<file path="config.mk">
export PLATFORM = sky130hd
export DESIGN_NAME = ps2_keycode_source
export DESIGN_NICKNAME = d
export VERILOG_FILES = /design/src/rtl/ps2_keycode_source.sv
export SDC_FILE = /design/constraint.sdc
export NUM_CORES = 1
export LEC_CHECK = 0
export ABC_AREA = 1
export ABC_CLOCK_PERIOD_IN_PS = 5320
export BUFFER_PORTS_ARGS = -buffer_cell sky130_fd_sc_hd__buf_2
export CORE_UTILIZATION = 45
export CTS_CLUSTER_DIAMETER = 200
export CTS_CLUSTER_SIZE = 24
export DETAILED_ROUTE_END_ITERATION = 12
export PLACE_DENSITY = 0.66
export SYNTH_ARGS = -nofsm -noshare
export SYNTH_HDL_FRONTEND = slang
export SYNTH_SLANG_ARGS = --single-unit
</file>
<file path="constraint.sdc">
create_clock -name Clk -period 5.32 [get_ports Clk]
set_clock_uncertainty 0.05 [all_clocks]
set_input_delay 1.064 -clock Clk [delete_from_list [all_inputs] [get_ports Clk]]
set_output_delay 1.064 -clock Clk [all_outputs]
set_load 0.1 [all_outputs]
</file>
<file path="src/rtl/ps2_keycode_source.sv">
// PS/2 keyboard receiver that tracks the E0/F0 prefixes and holds the USB-HID code of the pressed key.
// Optional build macro PS2_PARITY_CHECK_EN: drop frames whose odd parity does not hold.
module ps2_keycode_source #(
  parameter int SYNC_STAGES    = 2,
  parameter int TIMEOUT_CYCLES = 100000
) (
  input  logic       Clk,
  input  logic       Reset,
  input  logic       ps2_clk,
  input  logic       ps2_data,
  output logic [7:0] keycode,
  output logic       key_valid,
  output logic       frame_err
);

  localparam int TW = $clog2(TIMEOUT_CYCLES + 1);

  typedef enum logic [1:0] {IDLE, DATA, PARITY, STOP} rx_state_t;

  logic [SYNC_STAGES-1:0] clk_sync_q;
  logic [SYNC_STAGES-1:0] data_sync_q;
  logic                   clk_prev_q;
  logic                   ps2_clk_s;
  logic                   ps2_data_s;
  logic                   fall;

  rx_state_t              state_q;
  logic [2:0]             bit_cnt_q;
  logic [7:0]             shift_q;
  logic [TW-1:0]          to_cnt_q;
  logic                   byte_vld_q;
  logic                   frame_err_q;
  logic                   parity_ok;

  logic                   ext_q;
  logic                   brk_q;
  logic [7:0]             hid;

  // Lines idle high, so the synchronisers reset to 1 to avoid a false edge.
  always_ff @(posedge Clk) begin
    if (Reset) begin
      clk_sync_q  <= '1;
      data_sync_q <= '1;
      clk_prev_q  <= 1'b1;
    end else begin
      clk_sync_q  <= {clk_sync_q[SYNC_STAGES-2:0], ps2_clk};
      data_sync_q <= {data_sync_q[SYNC_STAGES-2:0], ps2_data};
      clk_prev_q  <= ps2_clk_s;
    end
  end

  assign ps2_clk_s  = clk_sync_q[SYNC_STAGES-1];
  assign ps2_data_s = data_sync_q[SYNC_STAGES-1];
  assign fall       = clk_prev_q & ~ps2_clk_s;

`ifdef PS2_PARITY_CHECK_EN
  logic parity_q;
  always_ff @(posedge Clk) begin
    if (Reset) parity_q <= 1'b0;
    else if (fall && state_q == PARITY) parity_q <= ps2_data_s;
  end
  assign parity_ok = ^{shift_q, parity_q};
`else
  assign parity_ok = 1'b1;
`endif

  // Receive FSM: one transition per synchronised falling edge of ps2_clk.
  always_ff @(posedge Clk) begin
    if (Reset) begin
      state_q     <= IDLE;
      bit_cnt_q   <= '0;
      shift_q     <= '0;
      to_cnt_q    <= '0;
      byte_vld_q  <= 1'b0;
      frame_err_q <= 1'b0;
    end else begin
      byte_vld_q  <= 1'b0;
      frame_err_q <= 1'b0;
      if (fall) begin
        to_cnt_q <= '0;
        case (state_q)
          IDLE: begin
            if (!ps2_data_s) begin
              state_q   <= DATA;
              bit_cnt_q <= '0;
            end
          end
          DATA: begin
            shift_q   <= {ps2_data_s, shift_q[7:1]};
            bit_cnt_q <= bit_cnt_q + 3'd1;
            if (bit_cnt_q == 3'd7) state_q <= PARITY;
          end
          PARITY: state_q <= STOP;
          STOP: begin
            state_q <= IDLE;
            if (ps2_data_s && parity_ok) byte_vld_q  <= 1'b1;
            else                         frame_err_q <= 1'b1;
          end
          default: state_q <= IDLE;
        endcase
      end else if (state_q != IDLE) begin
        if (to_cnt_q == TW'(TIMEOUT_CYCLES)) begin
          state_q     <= IDLE;
          to_cnt_q    <= '0;
          frame_err_q <= 1'b1;
        end else begin
          to_cnt_q <= to_cnt_q + 1'b1;
        end
      end
    end
  end

  assign frame_err = frame_err_q;

  always_comb begin
    hid = 8'h00;
    case ({ext_q, shift_q})
      9'h175: hid = 8'h52;
      9'h172: hid = 8'h51;
      9'h16B: hid = 8'h50;
      9'h174: hid = 8'h4F;
      9'h01A: hid = 8'h1D;
      9'h022: hid = 8'h1B;
      9'h01D: hid = 8'h1A;
      9'h01B: hid = 8'h16;
      9'h01C: hid = 8'h04;
      9'h023: hid = 8'h07;
      9'h015: hid = 8'h14;
      9'h024: hid = 8'h08;
      default: hid = 8'h00;
    endcase
  end

  // shift_q stays stable for the cycle after acceptance, so it is decoded directly.
  always_ff @(posedge Clk) begin
    if (Reset) begin
      ext_q     <= 1'b0;
      brk_q     <= 1'b0;
      keycode   <= 8'h00;
      key_valid <= 1'b0;
    end else begin
      key_valid <= 1'b0;
      if (byte_vld_q) begin
        if (shift_q == 8'hE0) begin
          ext_q <= 1'b1;
        end else if (shift_q == 8'hF0) begin
          brk_q <= 1'b1;
        end else begin
          ext_q <= 1'b0;
          brk_q <= 1'b0;
          if (hid != 8'h00) begin
            if (brk_q) begin
              if (keycode == hid) begin
                keycode   <= 8'h00;
                key_valid <= 1'b1;
              end
            end else if (keycode != hid) begin
              keycode   <= hid;
              key_valid <= 1'b1;
            end
          end
        end
      end
    end
  end

endmodule

</file>
# Word-level counts from Yosys, hierarchy flattened
# Cells that the tools add are included.
dict set report totals {
  register_bits 48
  inputBits 4
  output_inout_bits 10
  elab_cells 90
}
dict set report op_classes {
  n_addsub 2
  n_eq_ne 26
  muxes 25
  bitwise_logic 8
  reduce_logical 16
}
# operator count
set ops {}
lappend ops {{$pmux W7 S12} 1}
lappend ops {{$eq A9 B5 Y1 const B} 5}
lappend ops {{$eq A9 B9 Y1 const B} 4}
lappend ops {{$eq A9 B6 Y1 const B} 3}
lappend ops {{$mux W8} 3}
lappend ops {{$add A17 B1 Y17 const B} 1}
lappend ops {{$eq A17 B17 Y1 const B} 1}
lappend ops {{$mux W17} 1}
lappend ops {{$eq A8 B8 Y1 const B} 2}
lappend ops {{$mux W1} 12}
lappend ops {{$mux W2} 5}
lappend ops {{$reduce_bool A2 Y1} 5}
lappend ops {{$eq A8 B8 Y1} 1}
lappend ops {{$ne A8 B8 Y1} 1}
lappend ops {{$pmux W2 S4} 1}
lappend ops {{$reduce_bool A8 Y1} 1}
lappend ops {{$not A1 Y1} 7}
lappend ops {{$ne A3 B3 Y1 const B} 2}
lappend ops {{$pmux W3 S2} 1}
lappend ops {{$reduce_and A2 Y1} 3}
lappend ops {{$reduce_and A6 Y1} 1}
lappend ops {{$reduce_or A5 Y1} 1}
lappend ops {{$eq A2 B2 Y1 const B} 2}
lappend ops {{$ne A2 B2 Y1 const B} 2}
lappend ops {{other kinds (11)} 11}

# Longest topological paths before layout
# Gate-level depths: netlist of run 1.
dict set report depth {
  word_depth 5
  depth_mapped 14
  mapped_depth_nobuf 14
}

# Worst setup path after synthesis of run 1
# Ideal clock, no wire load.
dict set report synth_path {
  path_kind {reg2out}
  startpoint {register keycode[4]}
  endpoint {output keycode[4]}
  t_arrival_ns 0.956
  slack_ns 3.250
  stages_incl_launch_ff 1
  path_buffers 0
  cell_sequence {dfxtp_1}
}
# item line
set synth_lines {}
lappend synth_lines {{start, declared} 11} ;# output logic [7:0] keycode,
lappend synth_lines {{start signal, assigned} 158} ;# keycode <= hid;
# No word-level cell between the ends.

# Final worst setup path of run 1
dict set report layout_path {
  startpoint {register keycode[3]}
  endpoint {output keycode[3]}
}
# No word-level cell between the ends.

==> results of run 1 <==
==> worst max-delay path by stage <==
| stage | from | endpoint | slack [ps] |
|---|---|---|---|
| 3_3_place_gp | Reset | to_cnt_q[10] | 3130 |
| 2_1_floorplan | keycode[4] | keycode[4] | 3250 |
| 5_1_grt | state_q[1] | to_cnt_q[15] | 2800 |
| 4_1_cts | keycode[3] | keycode[3] | 3010 |
| 6_report | keycode[3] | keycode[3] | 3010 |
| 3_5_place_dp | state_q[0] | to_cnt_q[10] | 3060 |
==> layer usage <==
layer,vias up,track usage
met5,-,0
met2,18,0.2885
li1,1227,-
met4,0,0.05849
met3,6,0.04167
met1,1008,0.2869
==> flip-flops by register name, summed over array words and instances (netlist names), 2 cells and up <==
name         count
shift_q          8
data_sync_q      2
to_cnt_q        17
clk_sync_q       2
bit_cnt_q        3
state_q          2
keycode          6
==> cells in the mapped netlist <==
cell type,instances
nor4_1,4
nand4_2,1
nand2_1,69
xor2_1,3
nor3_1,4
a21oi_1,29
inv_1,45
nor2_4,3
nor2_1,51
a211oi_1,4
o21ai_1,2
a221oi_1,1
or2_2,5
conb_1,1
dfxtp_1,46
o32ai_1,1
nor2_2,8
nor4_2,1
nand4_1,6
ha_1,8
o211ai_1,1
inv_2,8
o21ai_0,19
clkbuf_1,5
nand3_4,1
nand3_2,1
xnor2_1,2
o21bai_1,1
nand2_4,2
nand2_2,5
buf_4,2
o31ai_1,1
nand3_1,33
==> cells by family after synthesis <==
group	after synthesis	synth area share
buf+inv	60	0.09158
flops	46	0.3624
other cells	1	0.001476
simple gates	194	0.3619
fa+ha+maj	8	0.03939
xor+xnor	5	0.01724
compound gates	59	0.1261
==> per-stage QoR <==
stage | total power, mW | setup WS, ps | util | hold WS [ps] | cell area (um2)
floorplan | 0.3766 | 3250 | - | 339.5 | 2545
global placement | 0.3795 | 3126 | 0.5036 | 343.1 | 2654
detailed placement | 0.3800 | 3062 | 0.5036 | 346.5 | 2654
CTS | 0.6121 | 3015 | 0.5221 | 370.8 | 2751
global route | 0.6296 | 2795 | 0.5221 | 396.8 | 2751
finish | 0.6026 | 3014 | 0.5221 | 367.0 | 2751
==> power breakdown <==
part	internal [mW]	switching, mW
Sequential	0.347	0.00146
Combinational	0.00527	0.0186
Clock	0.0984	0.132
Total	0.450	0.152
==> layout make-up <==
class	count	area (um2)	share of cell area
sequential	46	920.9	0.3347
clock inverter	3	28.78	0.01046
clock buffer	5	68.82	0.02501
inverter	53	198.9	0.07231
timing repair buffer	11	55.05	0.02001
tap	70	87.58	0.03183
multi-input combinational	268	1391	0.5057
==> worst reg2reg max path: stages (launching register included) <==
cell	delay, ps
dfxtp_1	370
inv_1	90
ha_1	370
inv_1	180
nand2_1	70
nor4_1	180
nand4_1	200
nand2_1	340
inv_1	140
o21ai_0	110
nor2_1	60
==> metrics.txt, run 1 <==
Leakage=1.196 nW; GRT Overall Usage=0.1974; area grow syn2layout=8.272%; Top Metal Used=met4; post-layout min period=2306 ps; critical path arrival=1190 ps; critical path endpoint category=output port; Routed wire per std cell=11.51 um; DRT antenna net count=0; WP data required=4210 ps; CP top delay family=buffers and inverters; Initial Utilization=0.4822; Resize count post-CTS=0; Antenna Cells=0; Chip Width=77.15 um; die area=5951 um2; outcome=complete, no violations; antenna violations before repair=0; pwr dens=219.0 nW/um2; Tcrit/Tclk final=0.4334; met2 wire len=2.142 mm; CP Cell Sequence=buf_2; synth warn=0; vias=2259; sequential area share after synthesis=0.3624; final setup vio count=0; core area=5270 um2; Fill cells=573; CTS Sinks=46; cts hold-fix bufs=0; cells after synthesis=373; NumNets Final=397; Hold Crit Start=data_sync_q[0]; IO buf count=11; CTS Root Cell=clkbuf_8; type of the most critical hold path=reg -> reg; VDD IR-drop max=0.1682 mV; first-pass GRT wire length=9.515 mm; WP depth=1; TritonRoute pass-1 iters=4; WS Path Type=reg -> out; most frequent cells in the layout=nand2_1 (69), nor2_1 (51), dfxtp_1 (46); worst skew pair latency=300 ps; worst-case reg-to-reg path depth=10; r2r setup slk=3060 ps; critical path buffer and inverter count=1; CP Launch Type=register; CP max stage cell=buf_2; Worst-Margin Slew=627.4 ps; Slew headroom=0.5779; metal3 WL=143 um; Routed met1 length=2.903 mm; I/O pins=14; worst reg2reg path endpoint=to_cnt_q[13]; worst r2r src=state_q[0]; Synth area leader=dfxtp_1; share of layout cells above drive strength 1=0.1399; Final Hold Fails=0; CTS clk-pin slew, worst paths=90 ps; share of the synthesized area in the top cell type=0.3624; Inst Count DP=448; Non-Filler Instances=456; max-slew violation count=0; Iteration-0 DRC Markers=142; # Max-Cap Violations=0; height of the die=77.15 um; hold depth=1; final WL=5.248 mm; CTS buffer count=5; vias in the first global route=2144; H-tree depth=2; Synth cell types=33; RSZ-0062 raised after global routing=no; site row count=26; maximum root-to-sink buffer count=2; CP Max Fanout=4; synth top area cells=dfxtp_1 (36%), nand2_1 (10%), nor2_1 (7.5%); commonest non-fill, non-tap cell in the layout=nand2_1; Routability Congestion=0.8521; syn_area_per_cell=6.813 um2; post-CTS setup buffers=0; residual DRC count=0; post-DP HPWL=4.054 mm; largest net degree at the start of global routing=19; Mapped Area=2541 um2; Fmax=433.7 MHz; routed vias/inst=4.954; Yosys reg bits=46; Worst path max stage delay=460 ps; gr ovfl total=0; setup_tns=0 ps; CTS tree=done; Worst Hold End=data_sync_q[1]
Note: power is estimated with default switching activity, not from simulation.
==> run 2, diff against run 1 <==
- ABC_CLOCK_PERIOD_IN_PS: 5320 -> 2100
- PLACE_DENSITY: 0.66 -> 0.68
- clock period: 5.32 -> 2.1 ns (I/O delays scaled with it)
==> run 2 against run 1 <==
Critical path type is now reg -> reg. Wire length down 2.8%. Clock-buffer cell count up 1. Non-clock buffer count grew 5. Via count rose by 1.9%. Combinational power grew to 2.7 times the previous value. Die area did not move. Clock power increased by 140%. Setup slack got worse by 2900 ps. Cell count grew 1.1%. Largest power group unchanged. Final area up 3.6%. Critical path depth up 6. Sequential cell count unchanged.
==> metrics.txt, run 2 (synthesized netlist as in run 1, its figures left out) <==
H-tree depth=2; Placed Area=2691 um2; RSZ-0062 raised after global routing=yes; die area=5951 um2; TritonRoute pass-1 iters=4; critical path arrival=2110 ps; Routability Congestion=0.8509; Fmax=512.2 MHz; vias=2302; max FFs per register=17; Top reg by flops=to_cnt_q; Worst path max stage delay=440 ps; pwr dens=525.2 nW/um2; CTS clk-pin slew, worst paths=80 ps; CTS buffer count=5; WP data required=2260 ps; Post-Place Setup Slack=120.2 ps; area grow syn2layout=12.16%; NumNets Final=402; largest net degree at the start of global routing=19; critical path endpoint category=register; GRT Overall Usage=0.1852; final worst slack=147.5 ps; Initial Utilization=0.4822; post-CTS setup buffers=0; IO buf count=11; CP max stage cell=nor4_1; final setup vio count=0; type of the most critical hold path=in -> reg; most frequent cells in the layout=nand2_1 (67), nor2_1 (46), inv_1 (45); Routed wire per std cell=11.07 um; final instance area=2850 um2; post-DP HPWL=3.998 mm; routed vias/inst=4.993; core area=5270 um2; final WL=5.103 mm; CTS tree=done; CP Max Fanout=4; post-layout min period=1953 ps; WS Path Type=reg -> reg; Antenna Cells=0; antenna violations before repair=0; Register Area=935.9 um2; Final Hold Fails=0; gr ovfl total=0; CTS Root Cell=clkbuf_8; # Max-Cap Violations=0; Chip Width=77.15 um; Fill cells=532; first-pass GRT wire length=9.018 mm; DRT antenna net count=0; outcome=complete, no violations; multi-input logic area=1440 um2; Tot Pwr=1.497 mW; commonest non-fill, non-tap cell in the layout=nand2_1; cts hold-fix bufs=0; CP Launch Type=register; CP Cell Sequence=inv_1, ha_1, nor4_1, nand4_1, nor2_1, a21oi_1, a211oi_1; I/O pins=14; site row count=26; Leakage=1.224 nW; setup_tns=0 ps; maximum root-to-sink buffer count=2; worst skew pair latency=290 ps; max-slew violation count=0; height of the die=77.15 um; share of layout cells above drive strength 1=0.1969; CTS Sinks=46; biggest regs=to_cnt_q x17, shift_q x8, keycode x6; Iteration-0 DRC Markers=123; vias in the first global route=2152; residual DRC count=0; VDD IR-drop max=0.3681 mV; Tcrit/Tclk final=0.9298
## run 2: cell types whose count changed in the layout (fill, tap and decap cells not counted), sizes merged
cell / change
clkinvlp: +1
clkbuf: +1
inv: -2
buf: +5
## run 2: per-stage QoR
| step | util | std cells | hold WS (ps) |
|---|---|---|---|
| after floorplan | - | 374 | 339.5 |
| after global placement | 0.5107 | 453 | 345.9 |
| after detailed placement | 0.5107 | 453 | 346.1 |
| after CTS | 0.5287 | 461 | 238.4 |
| after global routing | 0.5408 | 461 | 242.7 |
| final | 0.5408 | 461 | 250.1 |
## run 2: worst paths after layout
path | from | to | slack, ps | depth (start not counted)
worst min register to register | clk_sync_q[0] | clk_sync_q[1] | 360 | 1
worst max-delay path | state_q[0] | to_cnt_q[15] | 150 | 7
worst min-delay path | ps2_clk | clk_sync_q[0] | 250 | 2
worst max register to register | state_q[0] | to_cnt_q[15] | 150 | 7
## run 2: per-layer routing
metal  vias to the layer above  share of wire  GRT usage
li1                       1239              -          -
met1                      1031           0.49     0.2336
met2                        28           0.47     0.3186
met3                         4          0.026    0.02143
met4                         0          0.011    0.07358
met5                         -              0          0
## run 2: critical path, delay by kind of cell (launching register included)
kind,cells,cell delay [ps]
adder cells (fa/ha/maj),1,280
AND/OR/NAND/NOR,3,810
buffers and inverters,1,100
flip-flops,1,370
AO/OA/AOI/OAI,2,270
## run 2: area by class of cell
class                           instances  area share
Multi-Input combinational cell        268      0.5053
Timing Repair Buffer                   16     0.03248
Inverter                               53     0.06980
Clock inverter                          2    0.004390
Tap cell                               70     0.03073
Sequential cell                        46      0.3284
Clock buffer                            6     0.02897
## run 2: power breakdown
part | switching (mW) | internal, mW | leakage [nW]
sequential | 0.00376 | 0.877 | 0.377
clock | 0.287 | 0.265 | 0.0472
combinational | 0.0484 | 0.0168 | 0.800
## run 2: what timing repair did
action	CTS	global route
gates resized for setup	0	25
endpoints found under the hold margin	0	0
endpoints found under the setup margin	0	12
